## config.mk

```make
export PLATFORM = sky130hd
export DESIGN_NAME = multicycle_control
export DESIGN_NICKNAME = d
export VERILOG_FILES = /design/src/rtl/multicycle_control.sv
export SDC_FILE = /design/constraint.sdc
export NUM_CORES = 1
export LEC_CHECK = 0
export ABC_AREA = 1
export BUFFER_PORTS_ARGS = -buffer_cell sky130_fd_sc_hd__buf_4
export CORE_ASPECT_RATIO = 0.8
export CORE_MARGIN = 2
export CORE_UTILIZATION = 36
export CTS_BUF_LIST = sky130_fd_sc_hd__clkbuf_8 sky130_fd_sc_hd__clkbuf_16
export CTS_CLUSTER_DIAMETER = 50
export CTS_CLUSTER_SIZE = 16
export DETAILED_ROUTE_END_ITERATION = 8
export PLACE_DENSITY = 0.63
export SYNTH_ARGS = -nofsm -noshare
export SYNTH_HDL_FRONTEND = slang
export SYNTH_SLANG_ARGS = --single-unit
```

## constraint.sdc

```tcl
create_clock -name clk -period 3.4 [get_ports clk]
set_clock_uncertainty 0.05 [all_clocks]
set_input_delay 0.68 -clock clk [delete_from_list [all_inputs] [get_ports clk]]
set_output_delay 0.68 -clock clk [all_outputs]
set_load 0.05 [all_outputs]
```

## src/rtl/multicycle_control.sv

```systemverilog
// Multicycle MIPS-style control unit: a 12-state FSM that sequences fetch, decode,
// execute, memory and write-back, decoding datapath controls from the current state.
module multicycle_control (
    input  logic       clk,
    input  logic       rst_n,
    input  logic [5:0] opcode,
    input  logic       mem_ready,
    input  logic       zero,
    output logic [2:0] ALUOp,
    output logic       PCWrite,
    output logic       IRWrite,
    output logic       MemRead,
    output logic       MemWrite,
    output logic       RegWrite,
    output logic       IorD,
    output logic       RegDst,
    output logic       MemtoReg,
    output logic [1:0] ALUSrcA,
    output logic [1:0] ALUSrcB,
    output logic [1:0] ext_mode,
    output logic [1:0] PCSource,
    output logic       retire,
    output logic       illegal,
    output logic [3:0] state
);

    localparam logic [5:0] OP_R    = 6'h00;
    localparam logic [5:0] OP_J    = 6'h02;
    localparam logic [5:0] OP_BEQ  = 6'h04;
    localparam logic [5:0] OP_BNE  = 6'h05;
    localparam logic [5:0] OP_ADDI = 6'h08;
    localparam logic [5:0] OP_SLTI = 6'h0A;
    localparam logic [5:0] OP_ANDI = 6'h0C;
    localparam logic [5:0] OP_ORI  = 6'h0D;
    localparam logic [5:0] OP_SUBI = 6'h0E;
    localparam logic [5:0] OP_LUI  = 6'h0F;
    localparam logic [5:0] OP_LW   = 6'h23;
    localparam logic [5:0] OP_SW   = 6'h2B;

    typedef enum logic [3:0] {
        S_FETCH   = 4'd0,
        S_DECODE  = 4'd1,
        S_MEMADDR = 4'd2,
        S_MEMRD   = 4'd3,
        S_MEMWB   = 4'd4,
        S_MEMWR   = 4'd5,
        S_EXEC_R  = 4'd6,
        S_R_WB    = 4'd7,
        S_EXEC_I  = 4'd8,
        S_I_WB    = 4'd9,
        S_BRANCH  = 4'd10,
        S_JUMP    = 4'd11
    } state_t;

    state_t     state_q, state_d;
    logic [5:0] op_q, op_d;

    logic pc_write_c, ir_write_c, mem_read_c, mem_write_c, reg_write_c;
    logic retire_c, illegal_c;

    always_ff @(posedge clk or negedge rst_n) begin
        if (!rst_n) begin
            state_q <= S_FETCH;
            op_q    <= 6'h00;
        end else begin
            state_q <= state_d;
            op_q    <= op_d;
        end
    end

    always_comb begin
        state_d = state_q;
        op_d    = op_q;
        case (state_q)
            S_FETCH:   if (mem_ready) state_d = S_DECODE;
            S_DECODE: begin
                // The live opcode drives this one decision; later states use op_q.
                op_d = opcode;
                case (opcode)
                    OP_LW, OP_SW:                       state_d = S_MEMADDR;
                    OP_R:                               state_d = S_EXEC_R;
                    OP_ADDI, OP_SLTI, OP_ANDI, OP_ORI,
                    OP_SUBI, OP_LUI:                    state_d = S_EXEC_I;
                    OP_BEQ, OP_BNE:                     state_d = S_BRANCH;
                    OP_J:                               state_d = S_JUMP;
                    default:                            state_d = S_FETCH;
                endcase
            end
            S_MEMADDR: state_d = (op_q == OP_LW) ? S_MEMRD : S_MEMWR;
            S_MEMRD:   if (mem_ready) state_d = S_MEMWB;
            S_MEMWB:   state_d = S_FETCH;
            S_MEMWR:   if (mem_ready) state_d = S_FETCH;
            S_EXEC_R:  state_d = S_R_WB;
            S_R_WB:    state_d = S_FETCH;
            S_EXEC_I:  state_d = S_I_WB;
            S_I_WB:    state_d = S_FETCH;
            S_BRANCH:  state_d = S_FETCH;
            S_JUMP:    state_d = S_FETCH;
            default:   state_d = S_FETCH;
        endcase
    end

    always_comb begin
        ALUOp       = 3'b000;
        pc_write_c  = 1'b0;
        ir_write_c  = 1'b0;
        mem_read_c  = 1'b0;
        mem_write_c = 1'b0;
        reg_write_c = 1'b0;
        IorD        = 1'b0;
        RegDst      = 1'b0;
        MemtoReg    = 1'b0;
        ALUSrcA     = 2'b00;
        ALUSrcB     = 2'b00;
        ext_mode    = 2'b00;
        PCSource    = 2'b00;
        retire_c    = 1'b0;
        illegal_c   = 1'b0;
        case (state_q)
            S_FETCH: begin
                mem_read_c = 1'b1;
                ALUSrcB    = 2'b01;
                ALUOp      = 3'b010;
                pc_write_c = mem_ready;
                ir_write_c = mem_ready;
            end
            S_DECODE: begin
                ALUSrcB = 2'b11;
                ALUOp   = 3'b010;
                case (opcode)
                    OP_LW, OP_SW, OP_R, OP_ADDI, OP_SLTI, OP_ANDI, OP_ORI,
                    OP_SUBI, OP_LUI, OP_BEQ, OP_BNE, OP_J: illegal_c = 1'b0;
                    default:                               illegal_c = 1'b1;
                endcase
            end
            S_MEMADDR: begin
                ALUSrcA = 2'b01;
                ALUSrcB = 2'b10;
                ALUOp   = 3'b010;
            end
            S_MEMRD: begin
                mem_read_c = 1'b1;
                IorD       = 1'b1;
            end
            S_MEMWB: begin
                reg_write_c = 1'b1;
                MemtoReg    = 1'b1;
                retire_c    = 1'b1;
            end
            S_MEMWR: begin
                mem_write_c = 1'b1;
                IorD        = 1'b1;
                retire_c    = mem_ready;
            end
            S_EXEC_R: ALUSrcA = 2'b01;
            S_R_WB: begin
                reg_write_c = 1'b1;
                RegDst      = 1'b1;
                retire_c    = 1'b1;
            end
            S_EXEC_I: begin
                ALUSrcB  = 2'b10;
                ALUSrcA  = (op_q == OP_LUI) ? 2'b10 : 2'b01;
                ext_mode = (op_q == OP_LUI) ? 2'b10 :
                           ((op_q == OP_ANDI) || (op_q == OP_ORI)) ? 2'b01 : 2'b00;
                case (op_q)
                    OP_ADDI: ALUOp = 3'b011;
                    OP_ANDI: ALUOp = 3'b100;
                    OP_ORI:  ALUOp = 3'b101;
                    OP_SUBI: ALUOp = 3'b110;
                    OP_SLTI: ALUOp = 3'b111;
                    OP_LUI:  ALUOp = 3'b010;
                    default: ALUOp = 3'b000;
                endcase
            end
            S_I_WB: begin
                reg_write_c = 1'b1;
                retire_c    = 1'b1;
            end
            S_BRANCH: begin
                ALUSrcA    = 2'b01;
                ALUOp      = 3'b001;
                PCSource   = 2'b01;
                pc_write_c = ((op_q == OP_BEQ) && zero) || ((op_q == OP_BNE) && !zero);
                retire_c   = 1'b1;
            end
            S_JUMP: begin
                PCSource   = 2'b10;
                pc_write_c = 1'b1;
                retire_c   = 1'b1;
            end
            default: ;
        endcase
    end

    // Enables are masked by rst_n so a reset kills writes without waiting for a clock.
    assign PCWrite  = rst_n & pc_write_c;
    assign IRWrite  = rst_n & ir_write_c;
    assign MemRead  = rst_n & mem_read_c;
    assign MemWrite = rst_n & mem_write_c;
    assign RegWrite = rst_n & reg_write_c;
    assign retire   = rst_n & retire_c;
    assign illegal  = rst_n & illegal_c;
    assign state    = state_q;

endmodule

```

==> reports/metrics.yaml, run 1 <==
yosysUniqueCellTypes: 19
die_area_mm2: 0.00293
first_pass_iters: 4
detailedRoute.firstIterationViolations: 32
worstSetupPathType: "reg -> out"
status: "finished, final reports clean"
worst_r2r_path_depth: 8
cap_violations: 0
synthFlopType: "dfrtp_1"
numCtsBuffers: 3
routedWlPerCell_um: 11.6
p_sw_w: 0.000623
drt-total-wl_um: 2640
hold_buffers: 0
chipWidth_um: 60.0
worstPathRequired_ns: 2.67
synth_edf_count: 0
crit_slowest_cell: "dfrtp_1"
synthTopCellsByArea: "dfrtp_1 28%, nand2_1 17%, inv_1 12%"
critPathBufInv: 2
cts_resized: 0
finalPower_w: 0.00109
fin_crit_sh_pct: 72.4
power_leakage_nw: 0.743
n_antenna_cell: 0
netlist_area_um2: 903
cts_post_setup_buffers_inserted: 0
peakVddDrop_mv: 0.495
cts_sinks: 10
layout-drive-gt1-share_pct: 23.4
rsz0062_at_grt: "no"
htree_levels: 1
hold_viol: 0
synth_commonest_cells: "41 x nand2_1, 28 x inv_1, 27 x nor2_1"
synth-simple-area-share_pct: 46.3
core_area_mm2: 0.00242
grt_max_degree: 18
ys_warn_count: 0
setup_tns_ns: 0
crit_family: "simple AND/OR/NAND/NOR gates"
synth-xor-area-share_pct: 0.970
cts_tree: "yes"
synth.avg_cell_area_um2: 5.79
ys_ff_latch: 10
powerDensity_mw_per_mm2: 880
rr_startpoint: "state[3]$_DFFE_PN0P_"
r2r_end: "state[0]$_DFFE_PN0P_"
place_inst: 224
grt_pass1_wl_um: 4200
yosysSeqAreaShare_pct: 27.7
synth_most_common_cell: "nand2_1"
p_int_w: 0.000471
syn_to_final_growth_pct: 37.7
endpoint_kind: "primary output"
synth_compound_area_share_pct: 10.9
dp_hpwl_um: 2170
yosys.area_share.adder_pct: 0
slew_violations: 0
worstMarginPinSlew_ns: 0.323
slew_headroom_pct: 78.4
portBuffers: 34
grt_pass1_vias: 977
fillers: 252
crit_fanout: 17
clock_latency_ns: 0.23
fmax_mhz: 406
track_usage_pct: 19.2
syn_nets: 166
cts_buffer_depth: 2
antenna_found_initial: 0
crit_chain: "nor2_2 > inv_2 > nor2_8 > nand3_1 > nor3_1 > buf_4"
clockPowerShare_pct: 13.5
cp.arrival_ns: 1.73
io_pins: 35
setup_viol: 0
via_count: 1108
ant_nets: 0
syn_inst: 156
start_util_pct: 37.3
synth_top_family_by_area: "simple AND/OR/NAND/NOR gates"
synth_mux_area_share_pct: 0
synthArstFlopShare_pct: 100
clock-root-buffer: "clkbuf_8"
r2r_setup_slack_ns: 1.96
min_period_ns: 2.46
routabilityCongestion: 0.868
routed_via_density: 4.86
yosys.area.top_type_share_pct: 27.7
slowest_delay_ns: 0.41
drc: 0
holdWs_ns: 0.231
fin_cells: 228
combPwrFrac_pct: 65.9
overflow: 0
synth_area_leader_cell: "dfrtp_1"
sw_frac_of_total_pct: 57.0
worst_hold_path_type: "in -> async"
fp.dieH_um: 48.8
clk_pin_slew_ns: 0.05
seqPwrFrac_pct: 20.6
num_rows: 16
fin_nets: 203
startpoint_type: "flop"
-- cell usage in the layout (no fill, tap or decap), drive strengths merged --
master / n
inv: 30
xor2: 1
nand2: 42
nor4: 1
o21ai: 10
buf: 34
nor2: 31
or2: 1
o211ai: 3
nor3: 2
o22ai: 1
clkbuf: 4
dfrtp: 10
a21oi: 4
nand3: 18
-- registers in the layout, indices dropped and copies added, names as in the netlist --
name   cells
op_q       6
state      4
-- through the flow --
stage	setup slack (ns)	util (%)	area, µm²
after CTS	0.925	51.3	1240
final	0.940	51.3	1240
after global placement	1.21	49.1	1190
after floorplan	0.0865	-	903
after global routing	0.792	51.3	1240
after detailed placement	1.18	49.1	1190
-- power by group through the flow --
stage          sequential, W  clock, W  combinational [W]
2_1_floorplan       0.000259         0           0.000495
3_3_place_gp        0.000223         0           0.000710
3_5_place_dp        0.000226         0           0.000718
4_1_cts             0.000224  0.000153           0.000721
5_1_grt             0.000231  0.000162           0.000781
6_report            0.000225  0.000147           0.000721
-- routing by layer --
metal / global-route usage, % / up-vias / wire, µm
li1: - / 553 / -
met1: 27.3 / 497 / 1250
met2: 27.4 / 50 / 1130
met3: 3.98 / 8 / 196
met4: 8.89 / 0 / 63
met5: 0 / - / 0
-- cell families after synthesis --
family	Yosys count
xor gates and xnor gates	1
DFF	10
and+or+nand+nor	95
AOI/OAI and AO/OA	18
buffers and inverters	32
-- final cells by class --
cell class	count	area [µm²]	share of cell area (%)
Clock buffer	4	55.1	4.43
Inverter	30	113	9.05
Multi-Input combinational cell	114	526	42.3
Sequential cell	10	250	20.1
Tap cell	36	45.0	3.62
Timing Repair Buffer	34	255	20.5
-- how the worst max path moves through the flow --
| stage | from | end | slack, ns | cells after the start |
|---|---|---|---|---|
| 6_report | state[2]$_DFFE_PN0P_ | illegal | 0.94 | 6 |
| 5_1_grt | state[2]$_DFFE_PN0P_ | illegal | 0.79 | 6 |
| 4_1_cts | state[2]$_DFFE_PN0P_ | illegal | 0.93 | 6 |
| 3_5_place_dp | opcode[2] | illegal | 1.18 | 5 |
| 3_3_place_gp | opcode[1] | illegal | 1.21 | 7 |
| 2_1_floorplan | state[1]$_DFFE_PN0P_ | PCWrite | 0.09 | 4 |
No activity file was read; power rests on OpenSTA's default activity.
==> inputs of run 2 (changes only) <==
- clock period: 3.4 -> 2.45 ns (I/O delays scaled with it)
==> run 2 against run 1 <==
Via count down 1.2%; sequential cell count unchanged; register-to-register slack got worse by 0.96 ns; largest power group unchanged.
==> reports/metrics.yaml, run 2 (synthesis gave the netlist of run 1 again) <==
grt_max_degree: 18
core_area_mm2: 0.00242
n_antenna_cell: 0
powerDensity_mw_per_mm2: 1200
cts_buffer_depth: 2
fp.dieH_um: 48.8
first_pass_iters: 4
numCtsBuffers: 3
fin_util_pct: 52.6
clk_pin_slew_ns: 0.05
io_pins: 35
routedWlPerCell_um: 11.2
min_period_ns: 2.24
worstMarginPinSlew_ns: 0.315
rsz0062_at_grt: "no"
overflow: 0
cts_post_setup_buffers_inserted: 0
routabilityCongestion: 0.837
setup_tns_ns: 0
slew_violations: 0
hold_viol: 0
top_register: "op_q"
worstSetupPathType: "reg -> out"
fmax_mhz: 447
routed_via_density: 4.80
cap_violations: 0
portBuffers: 34
worst_hold_path_type: "in -> async"
fin_cells: 228
antenna_found_initial: 0
holdWs_ns: 0.0415
dp_hpwl_um: 2130
start_util_pct: 37.3
clock-root-buffer: "clkbuf_8"
crit_fanout: 17
cts_sinks: 10
drt-total-wl_um: 2560
crit_slowest_cell: "dfrtp_1"
endpoint_kind: "primary output"
chipWidth_um: 60.0
num_rows: 16
die_area_mm2: 0.00293
fin_nets: 203
status: "finished, final reports clean"
cts_tree: "yes"
hold_buffers: 0
setup_viol: 0
layout-drive-gt1-share_pct: 27.1
grt_pass1_vias: 963
pre_cts_ws_ns: 0.472
track_usage_pct: 18.5
power_leakage_nw: 0.748
timing.final.ws_setup_ns: 0.212
clock_latency_ns: 0.24
worstPathRequired_ns: 1.91
cp.arrival_ns: 1.70
crit_chain: "nor2_2 > inv_2 > nor2_8 > nand3_1 > nor3_2 > buf_4"
fin_crit_sh_pct: 91.3
largest_register_ff_count: 6
startpoint_type: "flop"
ant_nets: 0
cts_resized: 0
grt_pass1_wl_um: 4220
slowest_delay_ns: 0.40
htree_levels: 1
final_common_cell: "nand2_1"
place_inst: 224
detailedRoute.firstIterationViolations: 52
via_count: 1095
syn_to_final_growth_pct: 41.0
peakVddDrop_mv: 0.586
slew_headroom_pct: 78.9
layout_common_cells: "41 x nand2_1, 34 x buf_4, 28 x inv_1"
drc: 0
[run 2: power breakdown]
group / internal (W) / switching [W]
logic: 0.000285 / 0.000729
clock network: 0.000141 / 0.0000640
registers: 0.000236 / 0.0000713
[run 2: final cells by class]
type | count | area (µm²)
clock buffers | 4 | 55.1
fillers | 252 | 1150
inverters | 30 | 113
multi-input cells | 114 | 556
flip-flops and latches | 10 | 250
well taps | 36 | 45.0
repair buffers | 34 | 255
[run 2: metal layers]
layer / GRT usage, % / vias up / share of wire [%]
met5: 0 / - / 0
met4: 6.67 / 0 / 1.3
met3: 1.06 / 4 / 5.9
met2: 28.3 / 36 / 42
met1: 27.2 / 496 / 51
li1: - / 559 / -
[run 2: worst max-delay path: cells and delay by family, from the launching register on]
family	cells	cell delay [ns]
and+or+nand+nor	4	0.71
buffers and inverters	2	0.34
DFF	1	0.40
[run 2: path summary, 6_finish.rpt]
| path | start | to | slack [ns] | cells past startpoint |
|---|---|---|---|---|
| min in group clk | opcode[5] | op_q[5]$_DFFE_PN0P_ | 0.43 | 3 |
| worst min register to register | op_q[5]$_DFFE_PN0P_ | op_q[5]$_DFFE_PN0P_ | 0.50 | 2 |
| worst max register to register | state[1]$_DFFE_PN0P_ | state[2]$_DFFE_PN0P_ | 1.00 | 7 |
| max in group asynchronous | rst_n | op_q[0]$_DFFE_PN0P_ | 2.14 | 1 |
| worst max-delay path | state[2]$_DFFE_PN0P_ | illegal | 0.21 | 6 |
| worst min-delay path | rst_n | state[3]$_DFFE_PN0P_ | 0.04 | 1 |
[run 2: stage by stage]
| stage | cell area (µm²) | total power, W |
|---|---|---|
| global placement | 1220 | 0.00131 |
| finish | 1270 | 0.00153 |
| CTS | 1270 | 0.00153 |
| floorplan | 933 | 0.00107 |
| detailed placement | 1220 | 0.00132 |
| global route | 1270 | 0.00164 |
==> inputs of run 3 (changes only) <==
- CTS_BUF_LIST: sky130_fd_sc_hd__clkbuf_8 sky130_fd_sc_hd__clkbuf_16 -> unset
- HOLD_SLACK_MARGIN: unset -> 0.12
==> run 3 against run 2 <==
Wire length about the same; largest cell class unchanged; sequential share of layout area up 0.14 points; total power down 3.7%; utilization down 0.36 points; first-iteration DRC count down 3.8%; final area down 0.69%; non-clock buffer count up 1; critical path depth unchanged.
==> reports/metrics.yaml, run 3 (synthesis gave the netlist of run 1 again) <==
portBuffers: 34
track_usage_pct: 18.6
worstMarginPinSlew_ns: 0.310
antenna_found_initial: 0
power_leakage_nw: 0.744
cts_sinks: 10
cts_resized: 0
cts_buffer_depth: 2
grt_pass1_vias: 963
powerDensity_mw_per_mm2: 1160
chipWidth_um: 60.0
final_common_cell: "nand2_1"
start_util_pct: 37.3
peakVddDrop_mv: 0.532
cts_tree: "yes"
first_pass_iters: 4
routed_via_density: 4.79
n_antenna_cell: 0
worstPathRequired_ns: 1.91
numCtsBuffers: 3
core_area_mm2: 0.00242
layout-drive-gt1-share_pct: 26.9
grt_max_degree: 18
status: "finished, final reports clean"
drt-total-wl_um: 2560
overflow: 0
via_count: 1096
rr_startpoint: "state[1]$_DFFE_PN0P_"
place_inst: 224
worstHoldPathCells: 3
rsz0062_at_grt: "no"
fillers: 253
io_pins: 35
layout_common_cells: "41 x nand2_1, 34 x buf_4, 28 x inv_1"
worst_r2r_path_depth: 7
largest_register_ff_count: 6
num_rows: 16
holdWs_ns: 0.400
syn_to_final_growth_pct: 40.0
die_area_mm2: 0.00293
min_period_ns: 2.27
routabilityCongestion: 0.837
worstHoldEndpoint: "op_q[5]$_DFFE_PN0P_"
crit_fanout: 17
hold_viol: 0
dp_hpwl_um: 2130
fin_cells: 229
fp.dieH_um: 48.8
routedWlPerCell_um: 11.2
slew_headroom_pct: 79.3
drc: 0
r2r_end: "state[2]$_DFFE_PN0P_"
ant_nets: 0
setup_viol: 0
fin_crit_sh_pct: 92.8
hp-start: "opcode[5]"
cp.arrival_ns: 1.73
htree_levels: 1
startpoint_type: "flop"
fmax_mhz: 440
r2r_setup_slack_ns: 1.01
fin_nets: 204
grt_pass1_wl_um: 4220
clk_pin_slew_ns: 0.07
slew_violations: 0
detailedRoute.firstIterationViolations: 50
clock_latency_ns: 0.26
cap_violations: 0
worstSetupPathType: "reg -> out"
worst_hold_path_type: "in -> reg"
endpoint_kind: "primary output"
top_register: "op_q"
clock-root-buffer: "clkbuf_4"
==> run 3: changes by cell type in the layout (fill, tap and decap cells not counted), sizes merged <==
| cell | before | now |
|---|---|---|
| dlygate4sd3 | 0 | 1 |
==> run 3: area by class of cell <==
type | instances | area [µm²] | share of cell area (%)
Inverter | 30 | 113 | 8.90
Multi-Input combinational cell | 114 | 556 | 43.9
Tap cell | 36 | 45.0 | 3.56
Sequential cell | 10 | 250 | 19.8
Timing Repair Buffer | 35 | 265 | 21.0
Clock buffer | 4 | 36.3 | 2.87
==> run 3: worst max path at each step <==
stage	end	start	slack, ns	cells past startpoint
after floorplan	PCWrite	state[1]$_DFFE_PN0P_	-0.19	4
after global placement	illegal	state[2]$_DFFE_PN0P_	0.48	6
after detailed placement	illegal	state[2]$_DFFE_PN0P_	0.47	6
after CTS	illegal	state[2]$_DFFE_PN0P_	0.16	6
after global routing	ALUOp[1]	state[1]$_DFFE_PN0P_	0.04	6
final	illegal	state[2]$_DFFE_PN0P_	0.18	6
==> run 3: layer usage <==
| layer | routed length (µm) | global-route usage, % | vias up |
|---|---|---|---|
| met1 | 1310 | 27.2 | 500 |
| li1 | - | - | 558 |
| met2 | 1080 | 28.3 | 34 |
| met4 | 38 | 7.78 | 0 |
| met3 | 126 | 1.06 | 4 |
| met5 | 0 | 0 | - |
==> run 3: what timing repair did <==
| item | in CTS | in global routing |
|---|---|---|
| hold buffers | 1 | 0 |
| endpoints found under the hold margin | 10 | 0 |
| endpoints found under the setup margin | 0 | 0 |
| buffers inserted | 0 | 0 |
==> run 3: critical path: stages (launching register included) <==
cell	delay, ns
dfrtp_1	0.41
nor2_2	0.26
inv_2	0.14
nor2_8	0.22
nand3_1	0.12
nor3_2	0.11
buf_4	0.21
==> run 3: stage by stage <==
| step | power, W | worst slack (ns) | TNS (ns) | area, µm² | utilization (%) |
|---|---|---|---|---|---|
| 2_1_floorplan | 0.00107 | -0.194 | -0.416 | 933 | - |
| 4_1_cts | 0.00148 | 0.164 | 0 | 1260 | 52.2 |
| 3_3_place_gp | 0.00131 | 0.481 | 0 | 1220 | 50.3 |
| 6_report | 0.00147 | 0.177 | 0 | 1260 | 52.2 |
| 3_5_place_dp | 0.00132 | 0.472 | 0 | 1220 | 50.3 |
| 5_1_grt | 0.00159 | 0.0440 | 0 | 1260 | 52.2 |
==> run 3: power by group <==
part / internal (W) / switching [W] / total (W)
registers: 0.000235 / 0.0000715 / 0.000307
clock network: 0.0000902 / 0.0000578 / 0.000148
logic: 0.000286 / 0.000729 / 0.00101
total: 0.000612 / 0.000858 / 0.00147
